## config.mk

```make
export PLATFORM = sky130hd
export DESIGN_NAME = game_timer
export DESIGN_NICKNAME = d
export VERILOG_FILES = /design/src/rtl/whackamole_pkg.sv /design/src/rtl/bcd_down_counter.sv /design/src/rtl/game_timer.sv
export SDC_FILE = /design/constraint.sdc
export NUM_CORES = 1
export LEC_CHECK = 0
export CAP_MARGIN = 40
export CELL_PAD_IN_SITES_DETAIL_PLACEMENT = 1
export CELL_PAD_IN_SITES_GLOBAL_PLACEMENT = 1
export CORE_MARGIN = 2
export CORE_UTILIZATION = 36
export DETAILED_ROUTE_END_ITERATION = 8
export PLACE_DENSITY_LB_ADDON = 0.1
export SETUP_SLACK_MARGIN = 0.3
export SLEW_MARGIN = 20
export SYNTH_ARGS = -nofsm -noshare
export SYNTH_HDL_FRONTEND = slang
export SYNTH_SLANG_ARGS = --single-unit
```

## constraint.sdc

```tcl
create_clock -name clock -period 2.25 [get_ports clock]
set_clock_uncertainty 0.05 [all_clocks]
set_input_delay 0.45 -clock clock [delete_from_list [all_inputs] [get_ports clock]]
set_output_delay 0.45 -clock clock [all_outputs]
set_load 0.1 [all_outputs]
```

## src/rtl/whackamole_pkg.sv

```systemverilog
// Shared definitions for the whack-a-mole game blocks.
package whackamole_pkg;

    localparam int unsigned CLK_HZ               = 100_000_000;
    localparam int unsigned DEFAULT_GAME_SECONDS = 30;

    typedef enum logic [1:0] {
        IDLE    = 2'd0,
        RUNNING = 2'd1,
        EXPIRED = 2'd2
    } state_t;

endpackage

```

## src/rtl/bcd_down_counter.sv

```systemverilog
// Two-digit BCD down counter with synchronous load, decrement enable and
// ones-to-tens borrow. Holds at 00 rather than wrapping.
module bcd_down_counter #(
    parameter logic [3:0] RESET_TENS = 4'd0,
    parameter logic [3:0] RESET_ONES = 4'd0
) (
    input  logic       clock,
    input  logic       reset,
    input  logic       load,
    input  logic [3:0] load_tens,
    input  logic [3:0] load_ones,
    input  logic       dec,
    output logic [3:0] tens,
    output logic [3:0] ones
);

    logic borrow_c;
    logic zero_c;

    // Ones digit at 0 means the next decrement borrows from tens.
    assign borrow_c = (ones == 4'd0);
    assign zero_c   = borrow_c && (tens == 4'd0);

    // Digit registers: load has priority over decrement.
    always_ff @(posedge clock or negedge reset) begin
        if (!reset) begin
            tens <= RESET_TENS;
            ones <= RESET_ONES;
        end else if (load) begin
            tens <= load_tens;
            ones <= load_ones;
        end else if (dec && !zero_c) begin
            if (borrow_c) begin
                ones <= 4'd9;
                tens <= tens - 4'd1;
            end else begin
                ones <= ones - 4'd1;
            end
        end
    end

endmodule

```

## src/rtl/game_timer.sv

```systemverilog
// Round countdown timer: self-generated 1 s tick, binary and BCD remaining
// time, warning level, expiry level and one-cycle expiry strobe.
module game_timer
    import whackamole_pkg::*;
#(
    parameter int unsigned CLKS_PER_SEC = CLK_HZ,
    parameter int unsigned GAME_SECONDS = DEFAULT_GAME_SECONDS,
    parameter int unsigned WARN_SECONDS = 10
) (
    input  logic       clock,
    input  logic       reset,
    input  logic       start,
    input  logic       pause,
    output logic       running,
    output logic [6:0] time_left,
    output logic [3:0] bcd_tens,
    output logic [3:0] bcd_ones,
    output logic       warning,
    output logic       timer_expired,
    output logic       expired_pulse
);

    localparam int unsigned PW = (CLKS_PER_SEC > 1) ? $clog2(CLKS_PER_SEC) : 1;
    localparam int unsigned TW = 7;
    localparam logic [PW-1:0] PRESC_MAX = PW'(CLKS_PER_SEC - 1);
    localparam logic [TW-1:0] GAME_LOAD = TW'(GAME_SECONDS);
    localparam logic [TW-1:0] WARN_LVL  = TW'(WARN_SECONDS);
    localparam logic [3:0]    INIT_TENS = 4'(GAME_SECONDS / 10);
    localparam logic [3:0]    INIT_ONES = 4'(GAME_SECONDS % 10);

    state_t         state, state_d;
    logic [PW-1:0]  presc, presc_d;
    logic [TW-1:0]  time_d;
    logic           load_c;
    logic           tick_c;

    // State, prescaler and registered outputs; outputs follow the next state.
    always_ff @(posedge clock or negedge reset) begin
        if (!reset) begin
            state         <= IDLE;
            presc         <= '0;
            time_left     <= GAME_LOAD;
            running       <= 1'b0;
            warning       <= 1'b0;
            timer_expired <= 1'b0;
            expired_pulse <= 1'b0;
        end else begin
            state         <= state_d;
            presc         <= presc_d;
            time_left     <= time_d;
            running       <= (state_d == RUNNING);
            warning       <= (state_d == RUNNING) && (time_d <= WARN_LVL);
            timer_expired <= (state_d == EXPIRED);
            expired_pulse <= (state == RUNNING) && (state_d == EXPIRED);
        end
    end

    // Next-state, prescaler and countdown; a final tick beats a coincident start.
    always_comb begin
        state_d = state;
        presc_d = presc;
        time_d  = time_left;
        load_c  = 1'b0;
        tick_c  = 1'b0;
        case (state)
            IDLE: begin
                if (start) begin
                    state_d = RUNNING;
                    load_c  = 1'b1;
                end
            end
            RUNNING: begin
                if (!pause) begin
                    if (presc == PRESC_MAX) begin
                        tick_c  = 1'b1;
                        presc_d = '0;
                        time_d  = time_left - TW'(1);
                        if (time_left == TW'(1)) begin
                            state_d = EXPIRED;
                        end
                    end else begin
                        presc_d = presc + PW'(1);
                    end
                end
            end
            EXPIRED: begin
                if (start) begin
                    state_d = RUNNING;
                    load_c  = 1'b1;
                end
            end
            default: begin
                state_d = IDLE;
            end
        endcase
        if (load_c) begin
            presc_d = '0;
            time_d  = GAME_LOAD;
        end
    end

    // BCD mirror of time_left, stepped by the same load and tick.
    bcd_down_counter #(
        .RESET_TENS(INIT_TENS),
        .RESET_ONES(INIT_ONES)
    ) u_bcd (
        .clock     (clock),
        .reset     (reset),
        .load      (load_c),
        .load_tens (INIT_TENS),
        .load_ones (INIT_ONES),
        .dec       (tick_c),
        .tens      (bcd_tens),
        .ones      (bcd_ones)
    );

endmodule

```

Yosys cells after proc, flatten, opt, wreduce, memory -nomap -nowiden. Cells that the tools add are included.

Bits in registers: 48. Bits in latches: 0. Bits in writable memories: 0. ROM bits: 0. Output and inout port bits: 19. Logic and storage cells: 59. Memories: 0.

Add/subtract/negate cells: 4. Multiply operators: 0. Divide/modulo/power cells: 0. $lt $le $gt $ge: 1. Equal/unequal tests: 7. Shift operators: 0. Muxes and demuxes: 24. Bitwise operators: 0. Reductions and logical operators: 14.

Operator list (number): $mux W27 (4); $mux W7 (4); $add A27 B1 Y27 const B (1); $eq A27 B27 Y1 const B (1); $mux W4 (6); $logic_not A4 Y1 (2); $mux W2 (4); $sub A4 B1 Y4 const B (2); $eq A7 B1 Y1 const B (1); $le A7 B4 Y1 const B (1); $sub A7 B1 Y7 const B (1); $reduce_bool A2 Y1 (3); $mux W1 (5); $eq A2 B1 Y1 const B (2); $eq A2 B2 Y1 const B (2); $logic_and A1 B1 Y1 (4); $pmux W2 S2 (1); $reduce_and A2 Y1 (2); $logic_not A2 Y1 (1); $ne A2 B1 Y1 const B (1); $reduce_or A2 Y1 (1); $logic_not A1 Y1 (1).

Depth between registers and ports, before layout.
Word-level depth: 7. Depth in mapped cells: 8. Gate-level depth less buffers: 7.

Hierarchy. From an unflattened synthesis, not the netlist that was laid out.

Cell total of the unflattened synthesis: 297. Area total of the unflattened synthesis: 2706.3 um^2.

By module, submodules not included: game_timer (times used 1, cells an instance 240, area each 2187.1 um^2); bcd_down_counter (times used 1, cells an instance 57, area each 519.2 um^2).

Worst setup path after synthesis. Ideal clock, no wire load.

Path kind: register to register. Start: register time_left[0]. End: register warning. Arrival: 2.118 ns. Setup slack: -0.061 ns. Stages on the path, launching flop included: 6. Period minus slack after synthesis: 2.311 ns. Cells stage by stage: dfrtp_1 > inv_1 > ha_1 > or3_1 > a32oi_1 > a2111oi_2.

Longest elaborated chain between the ends: 7.

Ends and longest elaborated chain: start: declaration (RTL line game_timer.sv:15) `output logic [6:0] time_left,`; start signal: assignment (RTL line game_timer.sv:50) `time_left <= time_d;`; $sub A7 B1 Y7 / $eq A7 B1 Y1 (equally long branches) (RTL line game_timer.sv:77, game_timer.sv:78); $mux W7 / $mux W2 (equally long branches) (RTL line game_timer.sv:74, game_timer.sv:78); $mux W7 / $mux W2 (equally long branches) (RTL line game_timer.sv:73, game_timer.sv:74); $mux W7 / $mux W2 (equally long branches) (RTL line game_timer.sv:65, game_timer.sv:73); $mux W7 / $pmux W2 S2 (equally long branches) (RTL line game_timer.sv:96, game_timer.sv:65); $le A7 B4 Y1 / $eq A2 B1 Y1 (equally long branches) (RTL line game_timer.sv:52) `warning <= (state_d == RUNNING) && (time_d <= WARN_LVL);`; $logic_and A1 B1 Y1 (*) (RTL line game_timer.sv:52); end signal: assignment (RTL line game_timer.sv:52); end: declaration (RTL line game_timer.sv:18) `output logic warning,`.

Every way passes the cells marked *; elsewhere a longest branch is shown, timed or not. A chain may end at the register's enable or synchronous reset.

Final worst setup path.
Start: register presc[0]. End: register warning.

Longest elaborated chain between the ends: 7.

Ends and longest elaborated chain: start: declaration (RTL line game_timer.sv:32) `logic [PW-1:0] presc, presc_d;`; start signal: assignment (RTL line game_timer.sv:49) `presc <= presc_d;`; $eq A27 B27 Y1 (*) (RTL line game_timer.sv:74) `if (presc == PRESC_MAX) begin`; $mux W7 (RTL line game_timer.sv:74); $mux W7 (RTL line game_timer.sv:73) `if (!pause) begin`; $mux W7 (RTL line game_timer.sv:65) `case (state)`; $mux W7 (RTL line game_timer.sv:96) `if (load_c) begin`; $le A7 B4 Y1 (RTL line game_timer.sv:52); $logic_and A1 B1 Y1 (*) (RTL line game_timer.sv:52).

Marked as above.

==> flow_metrics.tcl <==
set metrics [dict create \
    status "finished, final reports clean" \
    synth_mux_area_share_pct 0 \
    areaGrowthSynthToFinish_pct 40.4 \
    worstSetupEndpointType "flop" \
    grt_util_all_layers_pct 18.7 \
    cp.required_ns 2.38 \
    max_slew.worst_pin.slew_ns 0.540 \
    reg2reg_slack_ns 0.18 \
    clock_path_buffers 2 \
    die_area_um2 7780 \
    synth_top_family_by_area "simple AND/OR/NAND/NOR gates" \
    drv_cap 0 \
    p_leak_uw 0.00162 \
    synthAdderAreaFrac_pct 2.45 \
    overflow 0 \
    fmax_ghz 0.484 \
    multi_input_area_um2 1440 \
    drive_gt1_share_pct 38.0 \
    final_core_util_pct 52.5 \
    hold_viol_final 0 \
    synth_top_cell_by_area "dfrtp_1" \
    report.final.slew_viol_count 0 \
    syn_inst 264 \
    crit_arrival_ns 2.20 \
    viasPerCell 5.04 \
    cts_made_buffers 5 \
    layout.area.seq_um2 1230 \
    worstRegToRegCells 7 \
    seq_area_frac_synth_pct 47.4 \
    grt_max_degree 28 \
    irDropWorstVdd_uv 365 \
    relSlewSlack_pct 64.0 \
    vias 2207 \
    synth_compound_area_share_pct 8.82 \
    hp-class "input port to asynchronous set/reset pin" \
    ant_nets 0 \
    gp_congestion 0.752 \
    dieHeight_um 88.2 \
    fill_cells 789 \
    htree_num_levels 2 \
    core_area_um2 6830 \
    cts-root-buf "clkbuf_8" \
    yosys.area_share.simple_pct 29.6 \
    r2r_end "warning" \
    power_density_nw_per_um2 565 \
    n_antenna_cell 0 \
    rsz0062_at_grt "true" \
    synth.avg_cell_area_um2 9.67 \
    finalSetupViolCount 0 \
    drc 0 \
    path_class "flop to flop" \
    drtPass1Iterations 4 \
    synth_fp_nets 273 \
    period_share_pct 91.8 \
    synth_top_area_share_pct 41.2 \
    place_ws_ns -0.216 \
    yosysWarnings 0 \
    yosysMostFrequentCell "dfrtp_1" \
    reg2reg_from "presc[0]" \
    synth-xor-area-share_pct 9.26 \
    rows 30 \
    startpoint_type "flop" \
    synthTopCellsByArea "dfrtp_1, dfstp_2, nor2_1" \
    synth_common_cells "dfrtp_1, nor2_1, nand2_1" \
    ys_seq_elements 48 \
    fin_crit_ns 2.07 \
    ioPinCount 23 \
    setup_slack_ns 0.184 \
    grt_pass1_vias 2256 \
    hpwl_mm 4.93 \
    cts_tree "done" \
    wl_per_cell_um 15.7 \
    synth_edf_count 0 \
    port_buffers 22 \
    drtIter0Drc 46 \
    critPathMaxFanout 3 \
    total_power_uw 2020 \
    synth_cell_types 46 \
    grt_pass1_wl_mm 11.3 \
    clk_pin_slew_worst_paths_ns 0.09 \
    antenna_found_initial 0 \
    initial_core_util_pct 37.4 \
    wirelength_mm 6.90 \
    final_nets 350 \
    cts.sinks 48 \
    ys.flop_type "dfrtp_1" \
    synthesis.area_um2 2550 \
    chipWidth_um 88.2 \
    async_flop_share_pct 100 \
    clk_latency_ns 0.30 \
    holdBufCountCts 0 \
]
-- area by class of cell --
class,instances,share of cell area (%)
clock inverter,2,0.279
tap,96,3.35
sequential,48,34.3
clock buffer,6,2.30
timing repair buffer,76,18.6
multi-input combinational,201,40.1
inverter,9,1.08
-- layer usage --
metal | GRT usage (%) | wire (um)
met1 | 26.8 | 3390
met2 | 29.5 | 3310
met3 | 3.86 | 158
met4 | 3.44 | 35
met5 | 0 | 0
-- placed cells by master (no fill, tap or decap), types with 7 or more instances in the layout --
cell type,n
nand3_1,17
nand2_1,18
xnor2_1,13
xor2_1,13
o21ai_0,7
nor2_1,39
dfrtp_1,35
dfrtp_2,7
buf_4,62
inv_1,7
-- power breakdown --
part	leakage (uW)	switching, uW	total [uW]	internal (uW)
Sequential	0.000614	86.2	1020	932
Combinational	0.000956	255	469	215
Clock	0.0000510	292	538	246
-- metrics by stage --
| step | TNS, ns | std cells | hold WS [ns] | cell area (um^2) |
|---|---|---|---|---|
| 2_1_floorplan | 0 | 264 | 0.104 | 2600 |
| 3_3_place_gp | -1.58 | 415 | 0.408 | 3230 |
| 3_5_place_dp | -1.79 | 415 | 0.424 | 3230 |
| 4_1_cts | 0 | 428 | 0.0970 | 3420 |
| 5_1_grt | 0 | 438 | 0.103 | 3580 |
| 6_report | 0 | 438 | 0.0753 | 3580 |
-- sequential cells by signal, indices dropped and copies added, names as in the netlist --
signal	cells
expired_pulse	1
presc	27
running	1
state	2
time_left	7
timer_expired	1
u_bcd.ones	4
u_bcd.tens	4
warning	1
-- worst max path at each step --
stage                     startpoint             to  depth (start not counted)
after floorplan            presc[10]        warning                          6
after global placement         pause      presc[17]                          7
after detailed placement       pause      presc[17]                          7
after CTS                  presc[10]        warning                          6
after global routing        presc[5]  u_bcd.ones[3]                          8
final                       presc[0]        warning                          7
-- cell families after synthesis --
family,Yosys count
adder cells (fa/ha/maj),5
buffers and inverters,15
flip-flops,48
XOR/XNOR,27
AO/OA/AOI/OAI,35
AND/OR/NAND/NOR,134
-- critical path, stage by stage (launching register included) --
cell and delay (ns):
dfrtp_1 0.41, ha_4 0.16, and3_4 0.18, nand3_1 0.13, or4_1 0.54, and3_1 0.20, a32oi_1 0.20, a2111oi_2 0.08
-- timing repair --
action,CTS,global route
hold endpoints to repair,0,0
setup buffers,5,10
gates resized for setup,14,23
pin swaps,13,15
endpoints found under the setup margin,40,31
gates cloned,0,0
Power figures use the tool's default switching activity.
